File: src/rtl/pong_pkg.sv
// Shared pong screen geometry, goal rows and the goal-detector state type.
package pong_pkg;

    typedef enum logic [1:0] {
        IDLE = 2'd0,
        PLAY = 2'd1,
        HOLD = 2'd2,
        OVER = 2'd3
    } goal_state_t;

    localparam int SCREEN_H  = 480;
    localparam int SCREEN_W  = 640;
    localparam int BALL_SIZE = 8;

    // A goal is the ball's top edge reaching one ball-height from either screen edge.
    localparam logic [9:0] GOAL_ROW_TOP = 10'(BALL_SIZE);
    localparam logic [9:0] GOAL_ROW_BOT = 10'(SCREEN_H - BALL_SIZE);

    localparam int HOLD_FRAMES_DEF = 60;
    localparam int WIN_SCORE_DEF   = 9;

endpackage

File: src/rtl/sync_edge.sv
// Two-flop synchronizer for an asynchronous button, followed by a registered
// one-cycle rising-edge pulse.
module sync_edge (
    input  logic clk,
    input  logic reset,
    input  logic din,
    output logic pulse
);

    logic meta_r;
    logic sync_r;
    logic prev_r;
    logic pulse_r;

    // Synchronizer chain and edge-detect register.
    always_ff @(posedge clk) begin
        if (reset) begin
            meta_r  <= 1'b0;
            sync_r  <= 1'b0;
            prev_r  <= 1'b0;
            pulse_r <= 1'b0;
        end else begin
            meta_r  <= din;
            sync_r  <= meta_r;
            prev_r  <= sync_r;
            pulse_r <= sync_r & ~prev_r;
        end
    end

    assign pulse = pulse_r;

endmodule

File: src/rtl/goal_detector.sv
// Detects goals once per frame, emits one-cycle score pulses and sequences
// serve, post-goal hold and match end.
module goal_detector
    import pong_pkg::*;
#(
    parameter logic [9:0] Y_TOP_GOAL  = GOAL_ROW_TOP,
    parameter logic [9:0] Y_BOT_GOAL  = GOAL_ROW_BOT,
    parameter int         HOLD_FRAMES = HOLD_FRAMES_DEF,
    parameter int         WIN_SCORE   = WIN_SCORE_DEF
) (
    input  logic       clk,
    input  logic       reset,
    input  logic       frame_tick,
    input  logic [9:0] ball_y,
    input  logic       start_ball,
    output logic       score_checker1,
    output logic       score_checker2,
    output logic       ball_run,
    output logic       ball_center,
    output logic       serve_dir,
    output logic       game_over
);

    localparam int              HW        = $clog2(HOLD_FRAMES + 1);
    localparam logic [HW-1:0]   HOLD_LAST = HW'(HOLD_FRAMES - 1);
    localparam logic [3:0]      WIN       = 4'(WIN_SCORE);

    goal_state_t   state_r, state_s;
    logic [3:0]    p1_cnt_r, p1_cnt_s;
    logic [3:0]    p2_cnt_r, p2_cnt_s;
    logic [HW-1:0] hold_cnt_r, hold_cnt_s;
    logic          serve_dir_r, serve_dir_s;
    logic          sc1_r, sc1_s;
    logic          sc2_r, sc2_s;
    logic          run_r, center_r, over_r;
    logic          start_evt_s;

    sync_edge u_start_sync (
        .clk   (clk),
        .reset (reset),
        .din   (start_ball),
        .pulse (start_evt_s)
    );

    // Next-state, score and hold-counter logic.
    always_comb begin
        state_s     = state_r;
        p1_cnt_s    = p1_cnt_r;
        p2_cnt_s    = p2_cnt_r;
        hold_cnt_s  = hold_cnt_r;
        serve_dir_s = serve_dir_r;
        sc1_s       = 1'b0;
        sc2_s       = 1'b0;
        case (state_r)
            IDLE: begin
                if (start_evt_s) begin
                    state_s = PLAY;
                end else begin
                    state_s = IDLE;
                end
            end
            PLAY: begin
                if (frame_tick) begin
                    // Bottom-row check wins so a frame can never yield two pulses.
                    if (ball_y >= Y_BOT_GOAL) begin
                        p1_cnt_s    = p1_cnt_r + 4'd1;
                        sc1_s       = 1'b1;
                        serve_dir_s = 1'b1;
                        hold_cnt_s  = '0;
                        state_s     = HOLD;
                    end else if (ball_y <= Y_TOP_GOAL) begin
                        p2_cnt_s    = p2_cnt_r + 4'd1;
                        sc2_s       = 1'b1;
                        serve_dir_s = 1'b0;
                        hold_cnt_s  = '0;
                        state_s     = HOLD;
                    end else begin
                        state_s = PLAY;
                    end
                end else begin
                    state_s = PLAY;
                end
            end
            HOLD: begin
                if (frame_tick) begin
                    if (hold_cnt_r == HOLD_LAST) begin
                        if ((p1_cnt_r == WIN) || (p2_cnt_r == WIN)) begin
                            state_s = OVER;
                        end else begin
                            state_s = IDLE;
                        end
                    end else begin
                        hold_cnt_s = hold_cnt_r + 1'b1;
                    end
                end else begin
                    state_s = HOLD;
                end
            end
            OVER: begin
                if (start_evt_s) begin
                    p1_cnt_s    = 4'd0;
                    p2_cnt_s    = 4'd0;
                    serve_dir_s = 1'b0;
                    state_s     = IDLE;
                end else begin
                    state_s = OVER;
                end
            end
            default: begin
                state_s = IDLE;
            end
        endcase
    end

    // State, counters and outputs; level outputs are decoded from the next state.
    always_ff @(posedge clk) begin
        if (reset) begin
            state_r     <= IDLE;
            p1_cnt_r    <= 4'd0;
            p2_cnt_r    <= 4'd0;
            hold_cnt_r  <= '0;
            serve_dir_r <= 1'b0;
            sc1_r       <= 1'b0;
            sc2_r       <= 1'b0;
            run_r       <= 1'b0;
            center_r    <= 1'b1;
            over_r      <= 1'b0;
        end else begin
            state_r     <= state_s;
            p1_cnt_r    <= p1_cnt_s;
            p2_cnt_r    <= p2_cnt_s;
            hold_cnt_r  <= hold_cnt_s;
            serve_dir_r <= serve_dir_s;
            sc1_r       <= sc1_s;
            sc2_r       <= sc2_s;
            run_r       <= (state_s == PLAY);
            center_r    <= (state_s == IDLE) || (state_s == OVER);
            over_r      <= (state_s == OVER);
        end
    end

    assign score_checker1 = sc1_r;
    assign score_checker2 = sc2_r;
    assign ball_run       = run_r;
    assign ball_center    = center_r;
    assign serve_dir      = serve_dir_r;
    assign game_over      = over_r;

endmodule

File: config.mk
export PLATFORM = sky130hd
export DESIGN_NAME = goal_detector
export DESIGN_NICKNAME = d
export VERILOG_FILES = /design/src/rtl/pong_pkg.sv /design/src/rtl/sync_edge.sv /design/src/rtl/goal_detector.sv
export SDC_FILE = /design/constraint.sdc
export NUM_CORES = 1
export LEC_CHECK = 0
export BUFFER_PORTS_ARGS = -buffer_cell sky130_fd_sc_hd__buf_4
export CORE_MARGIN = 5
export CORE_UTILIZATION = 25
export DETAILED_ROUTE_END_ITERATION = 16
export PLACE_DENSITY = 0.42
export SETUP_SLACK_MARGIN = 0.1
export SYNTH_ARGS = -nofsm -noshare
export SYNTH_HDL_FRONTEND = slang
export SYNTH_HIERARCHICAL = 1
export SYNTH_SLANG_ARGS = --single-unit
File: constraint.sdc
create_clock -name clk -period 5.5 [get_ports clk]
set_input_delay 0 -clock clk [delete_from_list [all_inputs] [get_ports clk]]
set_output_delay 0 -clock clk [all_outputs]
set_load 0.01 [all_outputs]
# Yosys cells after proc, flatten, opt, wreduce, memory -nomap -nowiden
# Index checks and enable logic that the tools add are counted.
[classes]
add_sub_neg = 3
order_cmp = 2
eq_ne = 16
muxes = 30
bitwise = 4
reduce_logical = 12
[ops]
columns = ["op", "count"]
rows = [
  ["$mux W6", 5],
  ["$mux W4", 6],
  ["$pmux W4 S2", 2],
  ["$mux W2", 7],
  ["$ne A2 B2 Y1 const B", 6],
  ["$pmux W6 S2", 1],
  ["$ge A10 B9 Y1 const B", 1],
  ["$le A10 B4 Y1 const B", 1],
  ["$reduce_and A5 Y1", 2],
  ["$add A4 B1 Y4 const B", 2],
  ["$eq A4 B4 Y1 const B", 2],
  ["$pmux W2 S4", 1],
  ["$reduce_and A4 Y1", 2],
  ["$mux W1", 7],
  ["$add A6 B1 Y6 const B", 1],
  ["$eq A2 B2 Y1 const B", 3],
  ["$eq A6 B6 Y1 const B", 1],
  ["$eq A2 B1 Y1 const B", 2],
  ["$logic_not A2 Y1", 2],
  ["$reduce_bool A2 Y1", 2],
  ["$reduce_or A4 Y1", 1],
  ["$ne A3 B3 Y1 const B", 1],
  ["$not A1 Y1", 3],
  ["$reduce_or A3 Y1", 1],
  ["4 further kinds", 5],
]
[word_totals]
ff_bits = 26
in_bits = 14
out_inout_bits = 6
elab_cells = 81

# Depth between registers and ports, before layout
# Gate-level depths: netlist (run 1).
[depth]
depth_word = 8
depth_mapped = 8
ltp_nobuf = 8

# Modules after synthesis
# The synthesis (run 1) kept the hierarchy.
[by_module_without_submodules]
columns = ["mod", "instances", "cells_per_inst", "area_per_inst_um2", "seq_area_each_um2"]
rows = [
  ["goal_detector", 1, 139, 1186.1, 440.4],
  ["sync_edge", 1, 8, 111.4, 80.1],
]

# Worst setup path before layout (run 1)
# OpenSTA, ideal clock, no wires.
[synth_path]
kind = "flip-flop to flip-flop"
startpoint = "register hold_cnt_r[0]"
endpoint = "register center_r (netlist: ball_center)"
setup_ns = 0.123
arrival_ns = 2.090
t_required_ns = 5.377
setup_slack_ns = 3.286
stages_incl_launch_ff = 8
path_buffers = 0
period_less_slack_ns = 2.214
path_cell_list = "dfxtp_1 > ha_1 > nand2_1 > or3_1 > o41ai_1 > and2_1 > ha_1 > or2_2"
[synth_via]
elab_chain_len = 6
elab_cells_between_ends = 7
cone_classes = "eq/ne: 2; mux: 3; reduce/logical: 2"
[synth_lines]
columns = ["item", "line", "text"]
rows = [
  ["start, declared", "goal_detector.sv:31", "logic [HW-1:0] hold_cnt_r, hold_cnt_s;"],
  ["start signal, assigned", "goal_detector.sv:132", "hold_cnt_r <= hold_cnt_s;"],
  ["$eq A6 B6 Y1 (*)", "goal_detector.sv:86", "if (hold_cnt_r == HOLD_LAST) begin"],
  ["$mux W2 (*)", "goal_detector.sv:86", ""],
  ["$mux W2 (*)", "goal_detector.sv:85", "if (frame_tick) begin"],
  ["$pmux W2 S4 (*)", "goal_detector.sv:54", "case (state_r)"],
  ["$eq A2 B2 Y1 / $logic_not A2 Y1 (equally long branches)", "goal_detector.sv:137", "center_r <= (state_s == IDLE) || (state_s == OVER);"],
  ["$logic_or A1 B1 Y1 (*)", "goal_detector.sv:137", ""],
  ["end signal, assigned", "goal_detector.sv:137", ""],
  ["end, declared", "goal_detector.sv:35", "logic run_r, center_r, over_r;"],
]
# Mark *: on every way between the ends. The rest lies on a longest branch, timed or not.
# A chain may end at the register's enable or synchronous reset.

# Worst setup path in the final report (run 1)
# Ends and elaborated chain as after synthesis.

==> results.sh, run 1 <==
export IMPL_dieArea_mm2=0.00673
export IMPL_pin_count=20
export IMPL_cts_setup_buffers=0
export IMPL_die_w_um=82.0
export IMPL_wl_per_cell_um=12.8
export IMPL_drt_total_wl_um=3010
export IMPL_critPathLaunchType="flip-flop"
export IMPL_finalSetupViolations=0
export IMPL_period_needed_ns=2.44
export IMPL_cts_root_buf="clkbuf_8"
export IMPL_final_cells=236
export IMPL_netlist_area_mm2=0.00130
export IMPL_ir_drop_v=0.000113
export IMPL_end_kind="flip-flop"
export IMPL_syn_inst=147
export IMPL_async_flop_share_pct=0
export IMPL_yosysUniqueCellTypes=41
export IMPL_crit_required_ns=5.66
export IMPL_drive_gt1_share_pct=20.5
export IMPL_gp_congestion=0.727
export IMPL_first_global_vias=1106
export IMPL_maxCapViolCount=0
export IMPL_rsz0062_at_grt="no"
export IMPL_power_total_uw=380
export IMPL_grt_overflow_total=0
export IMPL_crit_arrival_ns=2.60
export IMPL_worst_slack_ns=3.06
export IMPL_ant_nets=0
export IMPL_dp_cells=231
export IMPL_vias_per_cell=4.83
export IMPL_synth_avg_cell_area_um2=8.83
export IMPL_ys_flop_type="dfxtp_1"
export IMPL_htree_levels=1
export IMPL_pre_cts_slack_ns=3.07
export IMPL_rows=26
export IMPL_ys_seq_area_share_pct=40.1
export IMPL_power_leakage_uw=0.000563
export IMPL_clock_sinks=26
export IMPL_fin_tns_setup_ns=0
export IMPL_hold_class="input pin to flip-flop"
export IMPL_core_mm2=0.00507
export IMPL_syn_nets=168
export IMPL_insertedDiodeCount=0
export IMPL_crit_fanout=5
export IMPL_initial_core_util_pct=25.6
export IMPL_worst_pin_slew_ns=0.613
export IMPL_clk_pin_slew_ns=0.09
export IMPL_fin_crit_sh_pct=44.3
export IMPL_synth_edf_count=0
export IMPL_grt_pass1_wl_um=4860
export IMPL_multi_input_area_um2=721
export IMPL_fmax_mhz=410
export IMPL_num_nets_final=188
export IMPL_drt_first_pass_iters=4
export IMPL_skew_ns=0.00159
export IMPL_powerDensity_mw_per_mm2=239
export IMPL_antenna_found_initial=0
export IMPL_status="complete, no violations"
export IMPL_seq_area_um2=520
export IMPL_grt_max_degree=25
export IMPL_critPathKind="flip-flop to flip-flop"
export IMPL_portBuffers=19
export IMPL_final_cell_mix="dfxtp_1 (26), buf_4 (19), a21oi_1 (17)"
export IMPL_cts_tree="done"
export IMPL_cts_inserted_buffers=3
export IMPL_grtUsageTotal_pct=9.33
export IMPL_clk_latency_ns=0.27
export IMPL_synthToLayoutAreaGrowth_pct=22.6
export IMPL_hpwl_um=2260
export IMPL_final_core_util_pct=31.3
export IMPL_final_max_slew_violation_count=0
export IMPL_hold_viol=0
export IMPL_n_fill_cell=562
export IMPL_final_common_cell="dfxtp_1"
export IMPL_holdBufCountCts=1
export IMPL_die_y_um=82.0
export IMPL_cts_buffer_depth=2
export IMPL_drc=0
export IMPL_cts_resized=0
export IMPL_ys_ff_latch=26
export IMPL_drtIter0Drc=35
export IMPL_max_slew_margin_rel_pct=58.9
export IMPL_vias=1141
export IMPL_ys_warnings_count=6
cell usage after synthesis, types with 2 or more instances:
library cell | count | area share [%]
a211oi_1 | 2 | 1.2
a21oi_1 | 17 | 6.6
a31oi_1 | 2 | 0.96
and2_1 | 2 | 0.96
clkbuf_1 | 5 | 1.4
dfxtp_1 | 26 | 40
ha_1 | 7 | 6.7
inv_1 | 10 | 2.9
nand2_1 | 6 | 1.7
nand3_1 | 7 | 2.7
nand3b_1 | 2 | 1.2
nor2_1 | 4 | 1.2
nor2b_1 | 6 | 2.9
nor3_1 | 4 | 1.5
o21ai_0 | 5 | 1.9
o31a_1 | 2 | 1.4
o31ai_1 | 6 | 3.5
o32ai_1 | 3 | 2.0
or2_2 | 4 | 1.9
or3_1 | 3 | 1.4
or4_1 | 4 | 2.3
where the power goes:
part	total, uW	switching, uW	leakage (uW)	internal (uW)
clock	159	62.1	0.0000357	97.3
combinational	28.1	14.5	0.000317	13.6
sequential	193	2.16	0.000210	191
total	380	78.8	0.000563	302
final cells by class:
class	instances	area share, %
Inverter	10	2.36
Clock buffer	3	2.60
Tap cell	70	5.51
Clock inverter	1	1.89
Sequential cell	26	32.7
Multi-Input combinational cell	106	45.3
Timing Repair Buffer	20	9.60
logic make-up after synthesis:
kind of cell,share of synthesized area [%]
compound gates,23.9
fa+ha+maj,6.75
buf+inv,4.34
flops,40.1
mux,1.64
simple gates,23.2
sequential cells by signal (all words and copies together) (netlist names):
register / cells
ball_center: 1
ball_run: 1
game_over: 1
hold_cnt_r: 6
p1_cnt_r: 4
p2_cnt_r: 4
score_checker1: 1
score_checker2: 1
serve_dir: 1
state_r: 2
u_start_sync/meta_r: 1
u_start_sync/prev_r: 1
u_start_sync/pulse: 1
u_start_sync/sync_r: 1
stage by stage:
step | instance area, um^2 | hold WS, ns
after floorplan | 1300 | 0.0707
after CTS | 1590 | 0.0751
after global routing | 1590 | 0.0846
final | 1590 | 0.0776
after global placement | 1510 | 0.218
after detailed placement | 1510 | 0.221
critical path: stages, from the launching register on:
cell,delay (ns)
dfxtp_1,0.40
ha_1,0.26
nand2_1,0.11
or3_1,0.38
o41ai_1,0.50
and2_1,0.21
ha_1,0.22
or2_2,0.26
final timing paths:
check / from / endpoint / slack [ns] / cells after the start
min reg2reg: u_start_sync/prev_r$_SDFF_PP0_ / u_start_sync/pulse$_SDFF_PP0_ / 0.42 / 1
min: reset / u_start_sync/meta_r$_SDFF_PP0_ / 0.08 / 2
max reg2reg: hold_cnt_r[0]$_SDFFE_PP0P_ / ball_center$_SDFF_PP1_ / 3.06 / 7
max: hold_cnt_r[0]$_SDFFE_PP0P_ / ball_center$_SDFF_PP1_ / 3.06 / 7
metal layers:
layer	global-route usage [%]	vias up	share of wire [%]
met1	11.4	535	47
met3	2.08	2	3.9
met4	3.16	0	0.76
li1	-	583	-
met5	0	-	0
met2	16.1	21	49
No activity file was read; power rests on OpenSTA's default activity.
==> run 2: changes to the inputs <==
Clock period 5.5 ns to 2.35 ns, I/O delays scaled along.
==> run 2 against run 1 <==
  * Core utilization is 0.96 points higher
  * Critical path depth did not move
  * First-iteration DRC count grew 2.9%
  * Total power rose by 110%
  * Flip-flop and latch count is the same
  * Combinational power grew 150%
  * Setup slack worse by 2.8 ns
  * Die area is the same
  * Cell count rose by 2.1%
  * Clock power increased by 79%
  * Clock skew grew 0.0018 ns
  * Routed wire length is 2.7% lower
  * Highest routed layer unchanged
==> results.sh, run 2 (synthesis gave the netlist of run 1 again) <==
export IMPL_initial_core_util_pct=25.6
export IMPL_drive_gt1_share_pct=25.7
export IMPL_dieArea_mm2=0.00673
export IMPL_finalSetupViolations=0
export IMPL_first_global_vias=1085
export IMPL_powerDensity_mw_per_mm2=490
export IMPL_end_kind="flip-flop"
export IMPL_fin_crit_sh_pct=90.5
export IMPL_fin_tns_setup_ns=0
export IMPL_gp_congestion=0.759
export IMPL_skew_ns=0.00335
export IMPL_maxCapViolCount=0
export IMPL_final_cell_mix="buf_4 (24), dfxtp_1 (23), a21oi_1 (17)"
export IMPL_grt_max_degree=25
export IMPL_cts_inserted_buffers=3
export IMPL_drtIter0Drc=36
export IMPL_fmax_mhz=470
export IMPL_num_nets_final=193
export IMPL_status="complete, no violations"
export IMPL_die_y_um=82.0
export IMPL_rows=26
export IMPL_cts_buffer_depth=2
export IMPL_worst_pin_slew_ns=0.608
export IMPL_wl_per_cell_um=12.2
export IMPL_seq_area_um2=524
export IMPL_clk_pin_slew_ns=0.09
export IMPL_power_leakage_uw=0.000588
export IMPL_crit_required_ns=2.51
export IMPL_die_w_um=82.0
export IMPL_portBuffers=19
export IMPL_drc=0
export IMPL_critPathLaunchType="flip-flop"
export IMPL_final_common_cell="buf_4"
export IMPL_hpwl_um=2200
export IMPL_htree_levels=1
export IMPL_clock_sinks=26
export IMPL_hold_viol=0
export IMPL_hold_class="input pin to flip-flop"
export IMPL_insertedDiodeCount=0
export IMPL_pre_cts_slack_ns=0.0223
export IMPL_vias=1141
export IMPL_largest_register_ffs=6
export IMPL_pin_count=20
export IMPL_max_slew_margin_rel_pct=59.2
export IMPL_vias_per_cell=4.73
export IMPL_reg2reg_setup_slack_ns=0.22
export IMPL_cts_tree="done"
export IMPL_n_fill_cell=549
export IMPL_critPathKind="flip-flop to flip-flop"
export IMPL_regMostFlops="hold_cnt_r"
export IMPL_rsz0062_at_grt="no"
export IMPL_ant_nets=0
export IMPL_drt_total_wl_um=2930
export IMPL_synthToLayoutAreaGrowth_pct=26.3
export IMPL_core_mm2=0.00507
export IMPL_clk_latency_ns=0.27
export IMPL_largestRegisters="hold_cnt_r (6), p1_cnt_r (4), p2_cnt_r (4)"
export IMPL_grt_overflow_total=0
export IMPL_crit_arrival_ns=2.29
export IMPL_ir_drop_v=0.000187
export IMPL_crit_fanout=4
export IMPL_antenna_found_initial=0
export IMPL_cts_root_buf="clkbuf_8"
export IMPL_grt_pass1_wl_um=4970
export IMPL_grtUsageTotal_pct=9.64
export IMPL_drt_first_pass_iters=4
export IMPL_final_max_slew_violation_count=0
export IMPL_period_needed_ns=2.13
export IMPL_multi_input_area_um2=744
export IMPL_worst_slack_ns=0.224
run 2: cell types whose count changed in the layout (fill, tap and decap cells not counted), sizes merged:
cell / previous run / this run
clkbuf: 3 / 4
buf: 19 / 24
bufinv: 1 / 0
run 2: final timing paths:
path,startpoint,to,depth (start not counted)
max,hold_cnt_r[1]$_SDFFE_PP0P_,ball_center$_SDFF_PP1_,7
min,reset,u_start_sync/meta_r$_SDFF_PP0_,2
min reg2reg,u_start_sync/prev_r$_SDFF_PP0_,u_start_sync/pulse$_SDFF_PP0_,1
max reg2reg,hold_cnt_r[1]$_SDFFE_PP0P_,ball_center$_SDFF_PP1_,7
run 2: repair_timing:
action                                  in CTS  in global routing
buffers inserted                             0                  2
pin swaps                                    0                  3
endpoints found under the hold margin        1                  0
resized for setup                            1                  5
hold buffers                                 1                  0
cloned                                       0                  0
endpoints found under the setup margin       1                  1
run 2: layout make-up:
cell class,count,area share (%)
Clock buffer,4,3.36
Inverter,10,2.29
Multi-Input combinational cell,106,45.4
Sequential cell,26,32.0
Tap cell,70,5.34
Timing Repair Buffer,25,11.6
run 2: metrics by stage:
| step | utilization, % | power [uW] | hold WS [ns] | cell area (um^2) | cells |
|---|---|---|---|---|---|
| floorplan | - | 494 | 0.0707 | 1300 | 147 |
| detailed placement | 30.2 | 527 | 0.220 | 1530 | 234 |
| global route | 32.3 | 850 | 0.0981 | 1640 | 241 |
| finish | 32.3 | 804 | 0.0795 | 1640 | 241 |
| CTS | 31.6 | 825 | 0.0713 | 1600 | 239 |
| global placement | 30.2 | 527 | 0.219 | 1530 | 234 |
run 2: worst max-delay path, cell delays in order (launching register included):
cell     delay, ns
dfxtp_2       0.35
ha_1          0.16
nand2_1       0.09
or3_4         0.37
o41ai_4       0.39
and2_1        0.18
ha_1          0.22
or2_2         0.26
run 2: routing by layer:
layer / global-route usage (%) / share of wire (%) / routed length (um)
met5: 0 / 0 / 0
met4: 3.99 / 0.99 / 29
met3: 2.52 / 3.9 / 115
met2: 15.7 / 47 / 1390
met1: 12.0 / 48 / 1390
run 2: power breakdown:
| group | switching, uW | internal (uW) | leakage [uW] |
|---|---|---|---|
| Combinational | 35.3 | 33.6 | 0.000347 |
| Sequential | 3.76 | 446 | 0.000212 |
| Clock | 135 | 150 | 0.0000288 |
| Total | 174 | 629 | 0.000588 |
==> run 3: changes to the inputs <==
Settings changed: CORE_ASPECT_RATIO set to 1.75, RECOVER_POWER set to 50, SLEW_MARGIN set to 10.
==> run 3 against run 2 <==
  * Clock power increased by 31%
  * Routed wire length increased by 13%
  * Total power increased by 11%
  * Die area increased by 0.85%
  * Core utilization decreased by 0.54 points
  * Clock skew increased by 0.0064 ns
  * Flip-flop and latch count unchanged
  * Combinational power decreased by 2%
  * Critical path depth increased by 1
  * Global-route usage increased by 0.64 points
==> results.sh, run 3 (synthesis gave the netlist of run 1 again) <==
export IMPL_status="complete, no violations"
export IMPL_maxCapViolCount=0
export IMPL_crit_fanout=4
export IMPL_slowest_stage="or3_4"
export IMPL_wl_per_cell_um=14.7
export IMPL_regMostFlops="hold_cnt_r"
export IMPL_ir_drop_v=0.000310
export IMPL_vias_per_cell=5.29
export IMPL_portBuffers=19
export IMPL_critPathKind="flip-flop to flip-flop"
export IMPL_drtIter0Drc=35
export IMPL_skew_ns=0.00972
export IMPL_initial_core_util_pct=25.8
export IMPL_clk_latency_ns=0.28
export IMPL_rows=34
export IMPL_drc=0
export IMPL_synthToLayoutAreaGrowth_pct=22.9
export IMPL_gp_congestion=0.786
export IMPL_largest_register_ffs=6
export IMPL_first_global_vias=1182
export IMPL_drive_gt1_share_pct=20.5
export IMPL_grtUsageTotal_pct=10.3
export IMPL_worst_slack_ns=0.205
export IMPL_crit_path_frequent_cell="ha_1"
export IMPL_pin_count=20
export IMPL_drt_first_pass_iters=4
export IMPL_rsz0062_at_grt="no"
export IMPL_crit_buf_inv=1
export IMPL_grt_pass1_wl_um=5550
export IMPL_hpwl_um=2520
export IMPL_cts_inserted_buffers=3
export IMPL_insertedDiodeCount=0
export IMPL_combinationalPowerShare_pct=7.6
export IMPL_crit_required_ns=2.52
export IMPL_final_common_cell="dfxtp_1"
export IMPL_cts_tree="done"
export IMPL_path_delay_family="simple AND/OR/NAND/NOR gates"
export IMPL_p_sw_uw=185
export IMPL_dieArea_mm2=0.00679
export IMPL_num_nets_final=193
export IMPL_clockPowerShare_pct=42.0
export IMPL_hold_viol=0
export IMPL_drt_total_wl_um=3310
export IMPL_fin_tns_setup_ns=0
export IMPL_fmax_mhz=466
export IMPL_path_cells="ha_1 > nand2_1 > or3_4 > o41ai_2 > buf_4 > and2_1 > ha_1 > or2_2"
export IMPL_critPathLaunchType="flip-flop"
export IMPL_power_leakage_uw=0.000565
export IMPL_cpPeakStageDelay_ns=0.39
export IMPL_fin_crit_sh_pct=91.3
export IMPL_powerDensity_mw_per_mm2=559
export IMPL_antenna_found_initial=0
export IMPL_seq_power_share_pct=50.5
export IMPL_grt_max_degree=25
export IMPL_cts_buffer_depth=2
export IMPL_worst_pin_slew_ns=0.637
export IMPL_clock_sinks=26
export IMPL_finalSetupViolations=0
export IMPL_end_kind="flip-flop"
export IMPL_grt_overflow_total=0
export IMPL_p_int_uw=706
export IMPL_die_w_um=64.5
export IMPL_period_needed_ns=2.14
export IMPL_htree_levels=1
export IMPL_die_y_um=105
export IMPL_max_slew_margin_rel_pct=57.3
export IMPL_vias=1191
export IMPL_ant_nets=0
export IMPL_pre_cts_slack_ns=0.124
export IMPL_cts_root_buf="clkbuf_8"
export IMPL_crit_arrival_ns=2.32
export IMPL_final_core_util_pct=31.8
export IMPL_final_max_slew_violation_count=0
export IMPL_final_cell_mix="dfxtp_1 (25), a21oi_1 (17), buf_4 (17)"
export IMPL_netSwitchingFraction_pct=20.8
export IMPL_core_mm2=0.00502
export IMPL_largestRegisters="hold_cnt_r (6), p1_cnt_r (4), p2_cnt_r (4)"
export IMPL_clk_pin_slew_ns=0.10
export IMPL_hold_class="input pin to flip-flop"
run 3: power groups by stage:
stage	clock (uW)	sequential (uW)	combinational, uW
floorplan	0	460	33.6
global placement	0	460	67.4
detailed placement	0	460	68.3
CTS	388	450	70.0
global route	403	451	75.8
finish	374	450	67.3
run 3: final timing paths:
| path | slack, ns | startpoint | endpoint | depth (start not counted) |
|---|---|---|---|---|
| max reg2reg | 0.21 | hold_cnt_r[1]$_SDFFE_PP0P_ | ball_center$_SDFF_PP1_ | 8 |
| max | 0.21 | hold_cnt_r[1]$_SDFFE_PP0P_ | ball_center$_SDFF_PP1_ | 8 |
| min | 0.06 | reset | u_start_sync/meta_r$_SDFF_PP0_ | 2 |
| min reg2reg | 0.40 | u_start_sync/prev_r$_SDFF_PP0_ | u_start_sync/pulse$_SDFF_PP0_ | 1 |
run 3: metrics by stage:
step / hold slack [ns] / power, uW / instance area, um^2 / std cells
2_1_floorplan: 0.0707 / 494 / 1300 / 147
3_3_place_gp: 0.221 / 528 / 1530 / 220
3_5_place_dp: 0.217 / 529 / 1530 / 220
4_1_cts: 0.0672 / 908 / 1610 / 225
5_1_grt: 0.0623 / 930 / 1590 / 225
6_report: 0.0645 / 891 / 1590 / 225
run 3: repair_timing:
action	in CTS	in global routing
buffers inserted	0	0
hold buffers	1	0
resized for setup	0	3
hold endpoints to repair	1	0
setup endpoints to repair	0	1
run 3: per-layer routing:
layer	vias to the layer above	wire (um)	track usage [%]
met1	575	1290	11.1
met2	19	1840	19.3
met4	0	34	3.63
met3	4	134	2.02
li1	593	-	-
met5	-	0	0
run 3: layout make-up:
class,count,area (um^2)
Fill cell,550,3430
Tap cell,54,67.6
Sequential cell,26,522
Timing Repair Buffer,25,168
Multi-Input combinational cell,106,728
Clock buffer,3,41.3
Clock inverter,1,30.0
Inverter,10,37.5
run 3: worst reg2reg max path, delay by kind of cell (launching register included):
family | cells | cell delay, ns
compound gates | 1 | 0.28
fa+ha+maj | 2 | 0.40
buf+inv | 1 | 0.16
flops | 1 | 0.36
simple gates | 4 | 0.86
